## config.mk

```make
export PLATFORM = sky130hd
export DESIGN_NAME = alu_rs
export DESIGN_NICKNAME = d
export VERILOG_FILES = /design/src/rtl/alu_rs_pkg.sv /design/src/rtl/alu_rs_select.sv /design/src/rtl/alu_rs.sv
export SDC_FILE = /design/constraint.sdc
export NUM_CORES = 2
export LEC_CHECK = 0
export CAP_MARGIN = 10
export CORE_MARGIN = 3
export CORE_UTILIZATION = 40
export CTS_BUF_LIST = sky130_fd_sc_hd__clkbuf_2 sky130_fd_sc_hd__clkbuf_4 sky130_fd_sc_hd__clkbuf_8
export CTS_CLUSTER_SIZE = 24
export DETAILED_ROUTE_END_ITERATION = 8
export PLACE_DENSITY = 0.64
export SYNTH_ARGS = -nofsm -noshare
export SYNTH_HDL_FRONTEND = slang
export SYNTH_SLANG_ARGS = --single-unit
```

## constraint.sdc

```tcl
create_clock -name clk_in -period 7.9 [get_ports clk_in]
set_clock_uncertainty 0.15 [all_clocks]
set_input_delay 0.79 -clock clk_in [delete_from_list [all_inputs] [get_ports clk_in]]
set_output_delay 0.79 -clock clk_in [all_outputs]
set_load 0.1 [all_outputs]
```

## src/rtl/alu_rs_pkg.sv

```systemverilog
// Shared constants, entry layout and operand wakeup helper for the ALU
// reservation station.
package alu_rs_pkg;

    localparam int ROB_BIT        = 4;
    localparam int DEFAULT_RS_BIT = 3;

    localparam logic [6:0] OP_ALU_IMM = 7'b0010011;
    localparam logic [6:0] OP_ALU_REG = 7'b0110011;
    localparam logic [6:0] OP_BRANCH  = 7'b1100011;

    typedef struct packed {
        logic               has_q;
        logic [ROB_BIT-1:0] q;
        logic [31:0]        v;
    } operand_t;

    typedef struct packed {
        logic               busy;
        logic [2:0]         op;
        logic [6:0]         op_type;
        logic               op_addition;
        logic [ROB_BIT-1:0] rob;
        operand_t           opi;
        operand_t           opj;
    } rs_entry_t;

    // The ALU bus is checked first so it wins if both buses carry the same tag.
    function automatic operand_t wake_operand(
        input operand_t           o,
        input logic               alu_ready,
        input logic [31:0]        alu_res,
        input logic [ROB_BIT-1:0] alu_rob,
        input logic               lsb_ready,
        input logic [31:0]        lsb_res,
        input logic [ROB_BIT-1:0] lsb_rob
    );
        operand_t r;
        r = o;
        if (o.has_q) begin
            if (alu_ready && (o.q == alu_rob)) begin
                r.v     = alu_res;
                r.has_q = 1'b0;
            end else if (lsb_ready && (o.q == lsb_rob)) begin
                r.v     = lsb_res;
                r.has_q = 1'b0;
            end
        end
        return r;
    endfunction

endpackage

```

## src/rtl/alu_rs_select.sv

```systemverilog
// Lowest-index priority encoder: reports whether any request bit is set and
// the index of the lowest one.
module rs_select #(
    parameter int WIDTH   = 8,
    parameter int IDX_BIT = 3
) (
    input  logic [WIDTH-1:0]   req,
    output logic               found,
    output logic [IDX_BIT-1:0] idx
);

    always_comb begin
        found = 1'b0;
        idx   = '0;
        for (int i = WIDTH - 1; i >= 0; i--) begin
            if (req[i]) begin
                found = 1'b1;
                idx   = IDX_BIT'(i);
            end
        end
    end

endmodule

```

## src/rtl/alu_rs.sv

```systemverilog
// Reservation station for the integer ALU: captures operands from the ALU and
// load/store result buses and issues the lowest-index ready entry each cycle.
module alu_rs
    import alu_rs_pkg::*;
#(
    parameter int RS_BIT  = DEFAULT_RS_BIT,
    parameter int RS_SIZE = 1 << RS_BIT
) (
    input  logic               clk_in,
    input  logic               rst_in,
    input  logic               rdy_in,
    input  logic               clear_in,

    input  logic               dsp_valid,
    input  logic [2:0]         dsp_op,
    input  logic [6:0]         dsp_op_type,
    input  logic               dsp_op_addition,
    input  logic [ROB_BIT-1:0] dsp_rob_entry,
    input  logic [31:0]        dsp_vi,
    input  logic               dsp_has_qi,
    input  logic [ROB_BIT-1:0] dsp_qi,
    input  logic [31:0]        dsp_vj,
    input  logic               dsp_has_qj,
    input  logic [ROB_BIT-1:0] dsp_qj,
    output logic               full,

    input  logic               alu_cdb_ready,
    input  logic [31:0]        alu_cdb_res,
    input  logic [ROB_BIT-1:0] alu_cdb_rob,
    input  logic               lsb_cdb_ready,
    input  logic [31:0]        lsb_cdb_res,
    input  logic [ROB_BIT-1:0] lsb_cdb_rob,

    output logic               alu_valid,
    output logic [31:0]        alu_vi,
    output logic [31:0]        alu_vj,
    output logic [2:0]         alu_op,
    output logic [6:0]         alu_op_type,
    output logic               alu_op_addition,
    output logic [ROB_BIT-1:0] alu_rob_entry
);

    rs_entry_t entries      [RS_SIZE];
    rs_entry_t entries_next [RS_SIZE];

    logic [RS_SIZE-1:0] busy_vec;
    logic [RS_SIZE-1:0] free_vec;
    logic [RS_SIZE-1:0] ready_vec;

    logic              free_found;
    logic [RS_BIT-1:0] free_idx;
    logic              issue_found;
    logic [RS_BIT-1:0] issue_idx;
    logic              dsp_accept;
    rs_entry_t         dsp_entry;
    rs_entry_t         issue_entry;

    // Ready means no pending tag as of the pre-edge state; same-cycle wakeups
    // only become issuable on the following edge.
    always_comb begin
        busy_vec  = '0;
        ready_vec = '0;
        for (int i = 0; i < RS_SIZE; i++) begin
            busy_vec[i]  = entries[i].busy;
            ready_vec[i] = entries[i].busy && !entries[i].opi.has_q
                                           && !entries[i].opj.has_q;
        end
    end

    assign free_vec   = ~busy_vec;
    assign full       = &busy_vec;
    assign dsp_accept = dsp_valid && !full;

    rs_select #(.WIDTH(RS_SIZE), .IDX_BIT(RS_BIT)) u_free_select (
        .req   (free_vec),
        .found (free_found),
        .idx   (free_idx)
    );

    rs_select #(.WIDTH(RS_SIZE), .IDX_BIT(RS_BIT)) u_ready_select (
        .req   (ready_vec),
        .found (issue_found),
        .idx   (issue_idx)
    );

    assign issue_entry = entries[issue_idx];

    // Incoming operands are bypassed against the buses broadcasting this cycle.
    always_comb begin
        dsp_entry             = '0;
        dsp_entry.busy        = 1'b1;
        dsp_entry.op          = dsp_op;
        dsp_entry.op_type     = dsp_op_type;
        dsp_entry.op_addition = dsp_op_addition;
        dsp_entry.rob         = dsp_rob_entry;
        dsp_entry.opi = wake_operand('{has_q: dsp_has_qi, q: dsp_qi, v: dsp_vi},
                                     alu_cdb_ready, alu_cdb_res, alu_cdb_rob,
                                     lsb_cdb_ready, lsb_cdb_res, lsb_cdb_rob);
        dsp_entry.opj = wake_operand('{has_q: dsp_has_qj, q: dsp_qj, v: dsp_vj},
                                     alu_cdb_ready, alu_cdb_res, alu_cdb_rob,
                                     lsb_cdb_ready, lsb_cdb_res, lsb_cdb_rob);
    end

    always_comb begin
        for (int i = 0; i < RS_SIZE; i++) begin
            entries_next[i] = entries[i];
            if (entries[i].busy) begin
                entries_next[i].opi = wake_operand(entries[i].opi,
                                          alu_cdb_ready, alu_cdb_res, alu_cdb_rob,
                                          lsb_cdb_ready, lsb_cdb_res, lsb_cdb_rob);
                entries_next[i].opj = wake_operand(entries[i].opj,
                                          alu_cdb_ready, alu_cdb_res, alu_cdb_rob,
                                          lsb_cdb_ready, lsb_cdb_res, lsb_cdb_rob);
            end
            if (issue_found && (issue_idx == RS_BIT'(i))) begin
                entries_next[i].busy = 1'b0;
            end
            if (dsp_accept && free_found && (free_idx == RS_BIT'(i))) begin
                entries_next[i] = dsp_entry;
            end
        end
    end

    always_ff @(posedge clk_in) begin
        if (rst_in || (rdy_in && clear_in)) begin
            for (int i = 0; i < RS_SIZE; i++) begin
                entries[i] <= '0;
            end
            alu_valid       <= 1'b0;
            alu_vi          <= '0;
            alu_vj          <= '0;
            alu_op          <= '0;
            alu_op_type     <= '0;
            alu_op_addition <= 1'b0;
            alu_rob_entry   <= '0;
        end else if (rdy_in) begin
            entries <= entries_next;
            if (issue_found) begin
                alu_valid       <= 1'b1;
                alu_vi          <= issue_entry.opi.v;
                alu_vj          <= issue_entry.opj.v;
                alu_op          <= issue_entry.op;
                alu_op_type     <= issue_entry.op_type;
                alu_op_addition <= issue_entry.op_addition;
                alu_rob_entry   <= issue_entry.rob;
            end else begin
                alu_valid <= 1'b0;
            end
        end
    end

endmodule

```

==> out/metrics.cfg <==
[status]
status = complete, but fails checks
violations = design-rule violations

[power]
powerDensity_mw_per_mm2 = 179.5
p_leak_nw = 18.83
irDropWorstVdd_mv = 0.1538

[synth]
synth-seq-area-share_pct = 34.55
ys.warnings.count = 0
synth_common_cells = nand2_1, dfxtp_1, clkbuf_1, a21oi_1, mux2i_1
syn-instance-count = 5803
synth_area_per_cell_um2 = 7.988
synth_edf_count = 0
synth_area_leaders = dfxtp_1, mux2i_1, nand2_1
synth-seq-cells = 800
yosysMostFrequentCell = nand2_1
syn-cell-area_mm2 = 0.04636
ys_types = 76
post-synth-top-area-fraction_pct = 34.55
async_flop_share_pct = 0
yosysTopAreaCell = dfxtp_1
synth_nets = 5971
synth_ff_type = dfxtp_1

[sta]
rsz0062_at_grt = no
setup_viol_count_final = 0
worst_pin_slew_ps = 1473
finalMaxSlewViolations = 0
max_freq_mhz = 208.9
max-slew-margin-rel_pct = 1.450
final.setup.worst_slack_ps = 3112
hold_viol_final = 0
fin_tns_setup_ps = 0
period_share_pct = 60.60
period_needed_ps = 4788

[route]
vias = 50440
routedWlPerCell_um = 30.70
drtIter0Drc = 7545
route.detailed.drc = 3
firstDrtPassIters = 9
drtAntennaViolNets = 0
wirelength_um = 223400
avgViaCountPerCell = 6.931

[critical_path]
worstSetupStartpointType = flip-flop
cp-startpoint = busy_vec[3]
rrSetupSlack_ps = 3110
reg2reg_from = busy_vec[3]
crit_end = alu_op[2]
cp_slowest_cell = o211a_4
crit_type = flip-flop to flip-flop
rr_worst_depth = 7
required_ps = 8440
end_kind = flip-flop
max_stage_delay_ps = 1160
rr_endpoint = alu_op[2]
worstPathArrival_ps = 5330
cp_cell_sequence = nor3b_2 > o211a_4 > a21oi_4 > buf_12 > and3_1 > a31oi_1 > o2111ai_1
cp_max_fo = 130

[finish]
fillers = 11130
final_layout_size_suffix_gt1_share_pct = 10.04
multi_input_area_mm2 = 0.02785
finalNonFillerCells = 7278
area_delta_synth_final_pct = 13.67
fin_util_pct = 45.96
seq_area_mm2 = 0.01602
final_nets = 5823

[place]
gp_congestion = 0.9061
dp_cells = 7023
pre_cts_ws_ps = 2705
io_buffers = 248
dp_hpwl_um = 123200

[cts]
clkTransAtPathRegs_ps = 60
clk_latency_ps = 870
post_cts_resized = 0
cts-root-buf = clkbuf_8
cts_max_level = 4
cts_tree = built
cts_made_buffers = 141
clkSinkCount = 800
cts_setup_buffers = 0
cts_hold_buf = 0
cts_buffer_depth = 3

[floorplan]
die_area_mm2 = 0.1200
coreArea_mm2 = 0.1147
start_util_pct = 40.43
chipHeight_um = 346.4
num_io_pins = 249
fp-row-count = 124
fp.dieW_um = 346.4

[min_path]
hold_class = flip-flop to flip-flop
worstHoldStart = entries[706]

[global_route]
grt_pass1_vias = 47770
grt-ovfl-total = 0
grt_max_degree = 131
antenna_found_initial = 13
grt_pass1_wl_um = 321200
grt_usage_pct = 35.34

[job]
drv_cap = 0

==> layout make-up <==
class / instances / share of cell area [%]
multi-input cells: 4266 / 52.85
repair buffers: 404 / 7.019
inverters: 42 / 0.2992
clock inverters: 30 / 0.6293
clock buffers: 217 / 5.181
diodes: 7 / 0.03324
well taps: 1512 / 3.590
flip-flops and latches: 800 / 30.40
==> critical path: cells and delay by family, from the launching register on <==
family | cells | cell delay [ps]
compound gates | 4 | 1900
simple gates | 2 | 1260
flops | 1 | 620
buf+inv | 1 | 430
==> routing by layer <==
| layer | GRT usage, % | vias up | wire length [um] |
|---|---|---|---|
| li1 | - | 21030 | - |
| met1 | 42.81 | 23680 | 79220 |
| met5 | 0 | - | 96 |
| met3 | 13.41 | 1384 | 34690 |
| met2 | 50.94 | 4344 | 90000 |
| met4 | 25.88 | 14 | 19440 |
==> flip-flops by register name (all words and copies together), names as in the netlist <==
signal / count
entries: 712
alu_vi: 32
alu_op_addition: 1
alu_rob_entry: 4
alu_op_type: 7
alu_valid: 1
busy_vec: 8
alu_op: 3
alu_vj: 32
==> cells in the final DEF (no fill, tap or decap), types with 7 or more instances in the layout <==
cell type | netlist | final
nand2_1 | 883 | 876
dfxtp_1 | 800 | 800
mux2i_1 | 474 | 474
a21oi_1 | 475 | 469
nand3_1 | 455 | 452
nor2_1 | 286 | 266
clkdlybuf4s50_1 | 0 | 248
a221o_1 | 224 | 224
clkbuf_8 | 0 | 176
o21ai_0 | 154 | 154
buf_4 | 14 | 153
o221ai_1 | 144 | 144
a32o_1 | 131 | 131
nor3_1 | 116 | 105
a21o_1 | 82 | 81
xnor2_1 | 77 | 77
o31ai_1 | 73 | 73
a22oi_1 | 68 | 68
xor2_1 | 67 | 67
and3_1 | 70 | 67
mux2_2 | 66 | 66
o2111ai_1 | 64 | 59
a31oi_1 | 60 | 58
nand4_1 | 41 | 41
clkbuf_4 | 0 | 41
o211ai_1 | 40 | 40
inv_1 | 40 | 39
and2_1 | 39 | 39
and2_0 | 25 | 25
nor2_4 | 0 | 17
or3_1 | 15 | 14
nor4_1 | 13 | 13
clkinv_2 | 0 | 13
nor3_2 | 7 | 12
a2bb2oi_1 | 12 | 12
a32oi_1 | 9 | 8
diode_2 | 0 | 7
nor3_4 | 1 | 7
a21oi_4 | 1 | 7
o2bb2ai_1 | 7 | 7
==> report_power, final <==
part	switching, mW	total, mW	internal (mW)
sequential	0.0150	4.07	4.05
clock	1.95	4.31	2.35
combinational	0.784	1.08	0.296
total	2.75	9.46	6.70
==> stage by stage <==
| stage | total power, mW | cell area (um^2) | hold WS, ps |
|---|---|---|---|
| final | 9.456 | 52690 | 298.0 |
| after global routing | 9.631 | 52680 | 310.0 |
| after CTS | 9.387 | 52650 | 299.6 |
| after detailed placement | 5.180 | 49580 | 292.0 |
| after global placement | 5.167 | 49580 | 287.5 |
| after floorplan | 4.756 | 46360 | 281.9 |
==> worst min-delay path by stage <==
stage          slack [ps]           end  depth (start not counted)
6_report              300  entries[706]                          2
5_1_grt               310  entries[706]                          2
4_1_cts               300  entries[706]                          2
3_5_place_dp          290  entries[706]                          2
3_3_place_gp          290  entries[713]                          2
2_1_floorplan         280  entries[704]                          2
==> cell families (layout without fill, tap and decap cells) <==
family | after synthesis | in the layout | synth area share [%]
compound gates | 1595 | 1595 | 24.98
xor+xnor | 144 | 144 | 2.721
buf+inv | 737 | 693 | 6.721
flops | 800 | 800 | 34.55
mux | 540 | 540 | 11.84
other cells | 0 | 7 | 0
simple gates | 1987 | 1987 | 19.20
(Power assumes the default switching activity.)
